[src/rtl/draw_apple_array.sv]
// Grid overlay stage: draws up to N_APPLES cell-sized apples onto rgb_in, with 2-cycle latency on all pixel/timing outputs.
// Positions latch on the vsync rising edge. Define APPLE_SPRITE_EN for the stem/leaf sprite, otherwise flat squares are drawn.
module draw_apple_array #(
  parameter int N_APPLES = 4,
  parameter int XW       = 7,
  parameter int YW       = 6
) (
  input  logic                   pclk,
  input  logic                   rst,
  input  logic [10:0]            hcount_in,
  input  logic                   hsync_in,
  input  logic                   hblnk_in,
  input  logic [10:0]            vcount_in,
  input  logic                   vsync_in,
  input  logic                   vblnk_in,
  input  logic [11:0]            rgb_in,
  input  logic [N_APPLES*XW-1:0] apple_x,
  input  logic [N_APPLES*YW-1:0] apple_y,
  input  logic [N_APPLES-1:0]    apple_valid,
  input  logic [9:0]             grid_size,
  output logic [10:0]            hcount_out,
  output logic                   hsync_out,
  output logic                   hblnk_out,
  output logic [10:0]            vcount_out,
  output logic                   vsync_out,
  output logic                   vblnk_out,
  output logic [11:0]            rgb_out,
  output logic [N_APPLES-1:0]    apple_drawn
);
  localparam int SELW = (N_APPLES > 1) ? $clog2(N_APPLES) : 1;

  logic                   vsync_d_q;
  logic                   vs_rise;
  logic [N_APPLES*XW-1:0] sx_q;
  logic [N_APPLES*YW-1:0] sy_q;
  logic [N_APPLES-1:0]    sval_q;
  logic [9:0]             sgs_q;
  logic [16:0]            x0_q [N_APPLES];
  logic [16:0]            y0_q [N_APPLES];

  logic [16:0]            h_ext, v_ext, sgs_ext;
  logic                   hit_d, hit1_q;
  logic [SELW-1:0]        sel_d, sel1_q;
  logic [11:0]            rgb1_q;
  logic [10:0]            h1_q, v1_q;
  logic                   hs1_q, hb1_q, vs1_q, vb1_q;

  logic                   opaque;
  logic [11:0]            colour;
  logic [N_APPLES-1:0]    acc_q, acc_d;

  // Sampled even in reset, so a vsync already high at release is not a rise.
  always_ff @(posedge pclk) vsync_d_q <= vsync_in;
  assign vs_rise = vsync_in & ~vsync_d_q;

  always_ff @(posedge pclk) begin
    if (rst) begin
      sx_q   <= '0;
      sy_q   <= '0;
      sval_q <= '0;
      sgs_q  <= '0;
    end else if (vs_rise) begin
      sx_q   <= apple_x;
      sy_q   <= apple_y;
      sval_q <= apple_valid;
      sgs_q  <= grid_size;
    end
  end

  always_ff @(posedge pclk) begin
    for (int i = 0; i < N_APPLES; i++) begin
      if (rst) begin
        x0_q[i] <= '0;
        y0_q[i] <= '0;
      end else begin
        x0_q[i] <= 17'(sx_q[i*XW +: XW]) * 17'(sgs_q);
        y0_q[i] <= 17'(sy_q[i*YW +: YW]) * 17'(sgs_q);
      end
    end
  end

  assign h_ext   = 17'(hcount_in);
  assign v_ext   = 17'(vcount_in);
  assign sgs_ext = 17'(sgs_q);

`ifdef APPLE_SPRITE_EN
  logic [16:0] x0_sel, y0_sel;
  logic [9:0]  dx1_q, dy1_q;
  logic [9:0]  q_sz, c_sz, gs_m1;
  logic [10:0] cq_sz;
  assign q_sz  = sgs_q >> 2;
  assign c_sz  = sgs_q >> 1;
  assign cq_sz = {1'b0, c_sz} + {1'b0, q_sz};
  assign gs_m1 = sgs_q - 10'd1;
`endif

  // Descending scan so the lowest matching index is the one left selected.
  always_comb begin
    hit_d  = 1'b0;
    sel_d  = '0;
`ifdef APPLE_SPRITE_EN
    x0_sel = '0;
    y0_sel = '0;
`endif
    for (int i = N_APPLES - 1; i >= 0; i--) begin
      if (sval_q[i] && (sgs_q != 10'd0) && !hblnk_in && !vblnk_in &&
          (h_ext >= x0_q[i]) && (h_ext < x0_q[i] + sgs_ext) &&
          (v_ext >= y0_q[i]) && (v_ext < y0_q[i] + sgs_ext)) begin
        hit_d  = 1'b1;
        sel_d  = SELW'(i);
`ifdef APPLE_SPRITE_EN
        x0_sel = x0_q[i];
        y0_sel = y0_q[i];
`endif
      end
    end
  end

  always_ff @(posedge pclk) begin
    if (rst) begin
      hit1_q <= 1'b0;
      sel1_q <= '0;
      rgb1_q <= '0;
      h1_q   <= '0;
      hs1_q  <= 1'b0;
      hb1_q  <= 1'b0;
      v1_q   <= '0;
      vs1_q  <= 1'b0;
      vb1_q  <= 1'b0;
`ifdef APPLE_SPRITE_EN
      dx1_q  <= '0;
      dy1_q  <= '0;
`endif
    end else begin
      hit1_q <= hit_d;
      sel1_q <= sel_d;
      rgb1_q <= rgb_in;
      h1_q   <= hcount_in;
      hs1_q  <= hsync_in;
      hb1_q  <= hblnk_in;
      v1_q   <= vcount_in;
      vs1_q  <= vsync_in;
      vb1_q  <= vblnk_in;
`ifdef APPLE_SPRITE_EN
      dx1_q  <= 10'(h_ext - x0_sel);
      dy1_q  <= 10'(v_ext - y0_sel);
`endif
    end
  end

  always_comb begin
    opaque = 1'b0;
    colour = 12'hb20;
`ifdef APPLE_SPRITE_EN
    if (hit1_q) begin
      if (dy1_q < q_sz) begin
        if (dx1_q == c_sz) begin
          opaque = 1'b1;
          colour = 12'h850;
        end else if ((dx1_q > c_sz) && ({1'b0, dx1_q} <= cq_sz)) begin
          opaque = 1'b1;
          colour = 12'h160;
        end
      end else if (!((dy1_q == gs_m1) && ((dx1_q == 10'd0) || (dx1_q == gs_m1)))) begin
        opaque = 1'b1;
      end
    end
`else
    opaque = hit1_q;
`endif
    acc_d = acc_q;
    for (int i = 0; i < N_APPLES; i++) begin
      if (opaque && (sel1_q == SELW'(i))) acc_d[i] = 1'b1;
    end
    if (vs_rise) acc_d = '0;
  end

  always_ff @(posedge pclk) begin
    if (rst) begin
      hcount_out  <= '0;
      hsync_out   <= 1'b0;
      hblnk_out   <= 1'b0;
      vcount_out  <= '0;
      vsync_out   <= 1'b0;
      vblnk_out   <= 1'b0;
      rgb_out     <= '0;
      acc_q       <= '0;
      apple_drawn <= '0;
    end else begin
      hcount_out  <= h1_q;
      hsync_out   <= hs1_q;
      hblnk_out   <= hb1_q;
      vcount_out  <= v1_q;
      vsync_out   <= vs1_q;
      vblnk_out   <= vb1_q;
      rgb_out     <= opaque ? colour : rgb1_q;
      acc_q       <= acc_d;
      if (vs_rise) apple_drawn <= acc_q;
    end
  end
endmodule
[config.mk]
export PLATFORM = sky130hd
export DESIGN_NAME = draw_apple_array
export DESIGN_NICKNAME = d
export VERILOG_FILES = /design/src/rtl/draw_apple_array.sv
export SDC_FILE = /design/constraint.sdc
export NUM_CORES = 2
export LEC_CHECK = 0
export BUFFER_PORTS_ARGS = -buffer_cell sky130_fd_sc_hd__buf_2
export CELL_PAD_IN_SITES_DETAIL_PLACEMENT = 0
export CELL_PAD_IN_SITES_GLOBAL_PLACEMENT = 1
export CORE_UTILIZATION = 45
export CTS_BUF_LIST = sky130_fd_sc_hd__clkbuf_8
export CTS_CLUSTER_SIZE = 24
export DETAILED_ROUTE_END_ITERATION = 8
export HOLD_SLACK_MARGIN = 0.02
export PLACE_DENSITY = 0.78
export SYNTH_ARGS = -nofsm -noshare
export SYNTH_HDL_FRONTEND = slang
export SYNTH_SLANG_ARGS = --single-unit
[constraint.sdc]
create_clock -name pclk -period 5.3 [get_ports pclk]
set_clock_uncertainty 0.2 [all_clocks]
set_input_delay 1.59 -clock pclk [delete_from_list [all_inputs] [get_ports pclk]]
set_output_delay 1.59 -clock pclk [all_outputs]
set_load 0.02 [all_outputs]
==> summary.md <==
| Metric | Value |
|---|---|
| Critical path cell sequence | `buf_4 > and2_1 > fa_1 > inv_1 > fa_1 > inv_1 > fa_1 > inv_1 > fa_1 > inv_1 > ha_1 > nor2b_1 > o21a_1 > o22ai_1 > o2111a_1 > o41ai_1 > xnor2_1 > nor2_1` |
| Mean routed wirelength per cell | `17.9 um` |
| Antenna-violating nets left | `0` |
| Layout cells sized above 1 | `0.0933` |
| Synth Warn # | `0` |
| Fin crit period | `5.01 ns` |
| Final Hold Fails | `0` |
| Worst setup path class | `register to register` |
| Via count | `25,500` |
| CP Capture Type | `register` |
| Cell count of the worst hold path | `1` |
| Largest net degree at the start of global routing | `107` |
| CP Max Fanout | `16` |
| Rows | `97` |
| Grt ovf | `0` |
| CP max stage delay | `0.53 ns` |
| Static Leak | `17.1 nW` |
| Max transition margin | `0.271` |
| Average cell area after synthesis | `8.42 um2` |
| DRT Wirelength | `87,200 um` |
| DR pass1 iterations | `8` |
| Fillers | `6,838` |
| Num CTS Buffers | `54` |
| R2R depth | `18` |
| Post-detail-place hpwl | `66,600 um` |
| Final setup fails | `0` |
| Async S/R FF share, synth | `0` |
| R2r startpoint | `sgs_q[4]$_SDFFE_PP0P_` |
| I/O pins | `148` |
| Max Transition Viols Final | `0` |
| IO buf count | `147` |
| Flop-to-flop setup slack | `0.29 ns` |
| H-tree Lvls | `2` |
| Required @ worst endpoint | `5.62 ns` |
| Syn Inst Count | `3,781` |
| Slowest cell on the critical path | `fa_1` |
| Max-cap viol count | `0` |
| Met3 Use GR | `0.0307` |
| Global routing usage on met2 | `0.399` |
| Commonest non-fill, non-tap cell in the layout | `inv_1` |
| Starting Density | `0.455` |
| Global route hottest layer | `met2` |
| Final TNS setup | `0 ns` |
| Die Ht | `268 um` |
| Min-delay src | `rgb1_q[4]$_SDFF_PP0_` |
| Startpoint type of the worst setup path | `register` |
| Crit path DAT | `5.33 ns` |
| DRT iter0 DRCs | `1,486` |
| Number of remaining DRC errors | `0` |
| Die Wd | `268 um` |
| Post-synth EDFFs | `0` |
| Seq/Total Area, Yosys | `0.180` |
| Synth-to-Final Area Change | `10.5%` |
| R2r endpoint | `x0_q[1][16]$_SDFF_PP0_` |
| VDD IR max | `178 uV` |
| Worst-Skew Late Latency | `0.68 ns` |
| Most frequent cells in the layout | `inv_1 (500), ha_1 (484), nand2_1 (464), fa_1 (296), and2_1 (286)` |
| Main synth FF type | `dfxtp_1` |
| Syn nets | `4,667` |
| Mapped cell area | `31,800 um2` |
| Vias in the first global route | `24,800` |
| Upper clock frequency limit | `200 MHz` |
| Worst slew pin tran | `1.09 ns` |
| Pwr Total | `0.00583 W` |
| Layout Cells excl Fill | `4,887` |
| Status | `finished clean` |
| CTS max path bufs | `3` |
| CTS tree | `yes` |
| Unrepaired setup endpoints after global routing | `false` |
| Final setup margin | `0.290 ns` |
| Root Driver | `clkbuf_8` |
| Die area | `71,800 um2` |
| Total power per unit cell area | `166 nW/um2` |
| Gpl congestion | `0.861` |
| Final nets | `4,793` |
| First-pass GRT wire length | `137,000 um` |
| Final period util | `0.945` |
| Vias per std cell | `5.21` |
| Met1 Usage GRT | `0.344` |
| Core area | `70,000 um2` |
| Synth cell types | `67` |
| Pre-CTS WS | `0.241 ns` |
| Hold Crit Class | `register to register` |
| #FFs+latches synth | `286` |
| Hold Path End | `rgb_out[4]$_SDFF_PP0_` |
| Placed cell count | `4,790` |
| Worst-path clk slew | `0.06 ns` |
| Initial antenna violation count | `2` |
| Total GRT Usage | `0.246` |
| Clock sink count | `286` |
sequential cells by signal (all words and copies together), names as in the netlist, 2 cells and up:
register and count:
sel1_q 2, apple_drawn 4, vcount_out 11, acc_q 4, y0_q 64, v1_q 11
x0_q 68, sy_q 24, rgb1_q 12, rgb_out 12, sgs_q 10, sx_q 28
h1_q 11, hcount_out 11, sval_q 4
layer usage:
metal	routed length (um)	share of wire
met1	42000	0.48
met2	38600	0.44
met3	4470	0.051
met4	2190	0.025
met5	0	0
report_power, final:
| group | leakage [nW] | switching, W | internal (W) |
|---|---|---|---|
| clock network | 0.630 | 0.00107 | 0.00142 |
| registers | 2.34 | 0.0000876 | 0.00222 |
| logic | 14.1 | 0.000629 | 0.000397 |
| total | 17.1 | 0.00179 | 0.00404 |
synthesized netlist by cell type, drive strengths merged (12+ instances only):
cell / number / area share
o211ai: 14 / 0.0033
a211oi: 35 / 0.0084
nor2: 202 / 0.024
nand3: 39 / 0.0061
o21ai: 108 / 0.017
o21bai: 40 / 0.0094
dfxtp: 286 / 0.18
fa: 296 / 0.19
xnor2: 78 / 0.021
ha: 484 / 0.19
or2: 12 / 0.0024
nor4: 14 / 0.0027
a31oi: 16 / 0.0031
clkbuf: 161 / 0.019
a21oi: 204 / 0.032
o21a: 25 / 0.0059
nor2b: 120 / 0.024
and2: 286 / 0.056
nand2: 464 / 0.055
or3: 12 / 0.0024
a21o: 64 / 0.015
nor3: 56 / 0.0088
and3: 16 / 0.0031
inv: 493 / 0.058
o2111ai: 14 / 0.0039
xor2: 79 / 0.022
nand4: 15 / 0.0029
nand2b: 27 / 0.0053
worst max-delay path, delay by kind of cell (launching register included):
family | cells | cell delay (ns)
adder cells (fa/ha/maj) | 5 | 2.32
buffers and inverters | 5 | 0.37
flip-flops | 1 | 0.42
XOR/XNOR | 1 | 0.17
AND/OR/NAND/NOR | 3 | 0.38
AO/OA/AOI/OAI | 4 | 0.99
final cells by class:
| class | instances | area [um2] | area share |
|---|---|---|---|
| diodes | 1 | 2.50 | 0.0000711 |
| clock buffers | 66 | 908 | 0.0258 |
| clock inverters | 29 | 314 | 0.00892 |
| inverters | 493 | 1850 | 0.0526 |
| multi-input cells | 2841 | 23700 | 0.674 |
| flip-flops and latches | 286 | 5740 | 0.163 |
| well taps | 940 | 1180 | 0.0334 |
| repair buffers | 231 | 1490 | 0.0424 |
how the worst max path moves through the flow:
stage | startpoint | endpoint | slack, ns
6_report | sgs_q[4]$_SDFFE_PP0P_ | x0_q[1][16]$_SDFF_PP0_ | 0.29
3_3_place_gp | sgs_q[5]$_SDFFE_PP0P_ | x0_q[2][16]$_SDFF_PP0_ | 0.28
5_1_grt | sgs_q[2]$_SDFFE_PP0P_ | y0_q[2][13]$_SDFF_PP0_ | 0.02
3_5_place_dp | sgs_q[5]$_SDFFE_PP0P_ | x0_q[2][16]$_SDFF_PP0_ | 0.24
4_1_cts | sgs_q[5]$_SDFFE_PP0P_ | x0_q[2][16]$_SDFF_PP0_ | 0.25
2_1_floorplan | sgs_q[1]$_SDFFE_PP0P_ | x0_q[2][16]$_SDFF_PP0_ | 0.02
what timing repair did:
| action | in CTS | in global routing |
|---|---|---|
| resized for setup | 0 | 5 |
| setup buffers | 0 | 0 |
| setup endpoints to repair | 0 | 5 |
| hold buffers | 0 | 0 |
cells by family after synthesis:
kind of cell	count (synthesis)	synth area share
xor gates and xnor gates	157	0.0432
buffers and inverters	654	0.0771
AOI/OAI and AO/OA	617	0.125
DFF	286	0.180
adders and majority gates	780	0.376
and+or+nand+nor	1279	0.196
muxes	8	0.00275
stage by stage:
stage	util	instance area (um2)	hold WS, ns
after floorplan	-	31900	0.206
after global placement	0.484	33900	0.207
after detailed placement	0.484	33900	0.211
after CTS	0.502	35100	0.226
after global routing	0.503	35200	0.240
final	0.503	35200	0.226
Note: power is estimated with default switching activity, not from simulation.
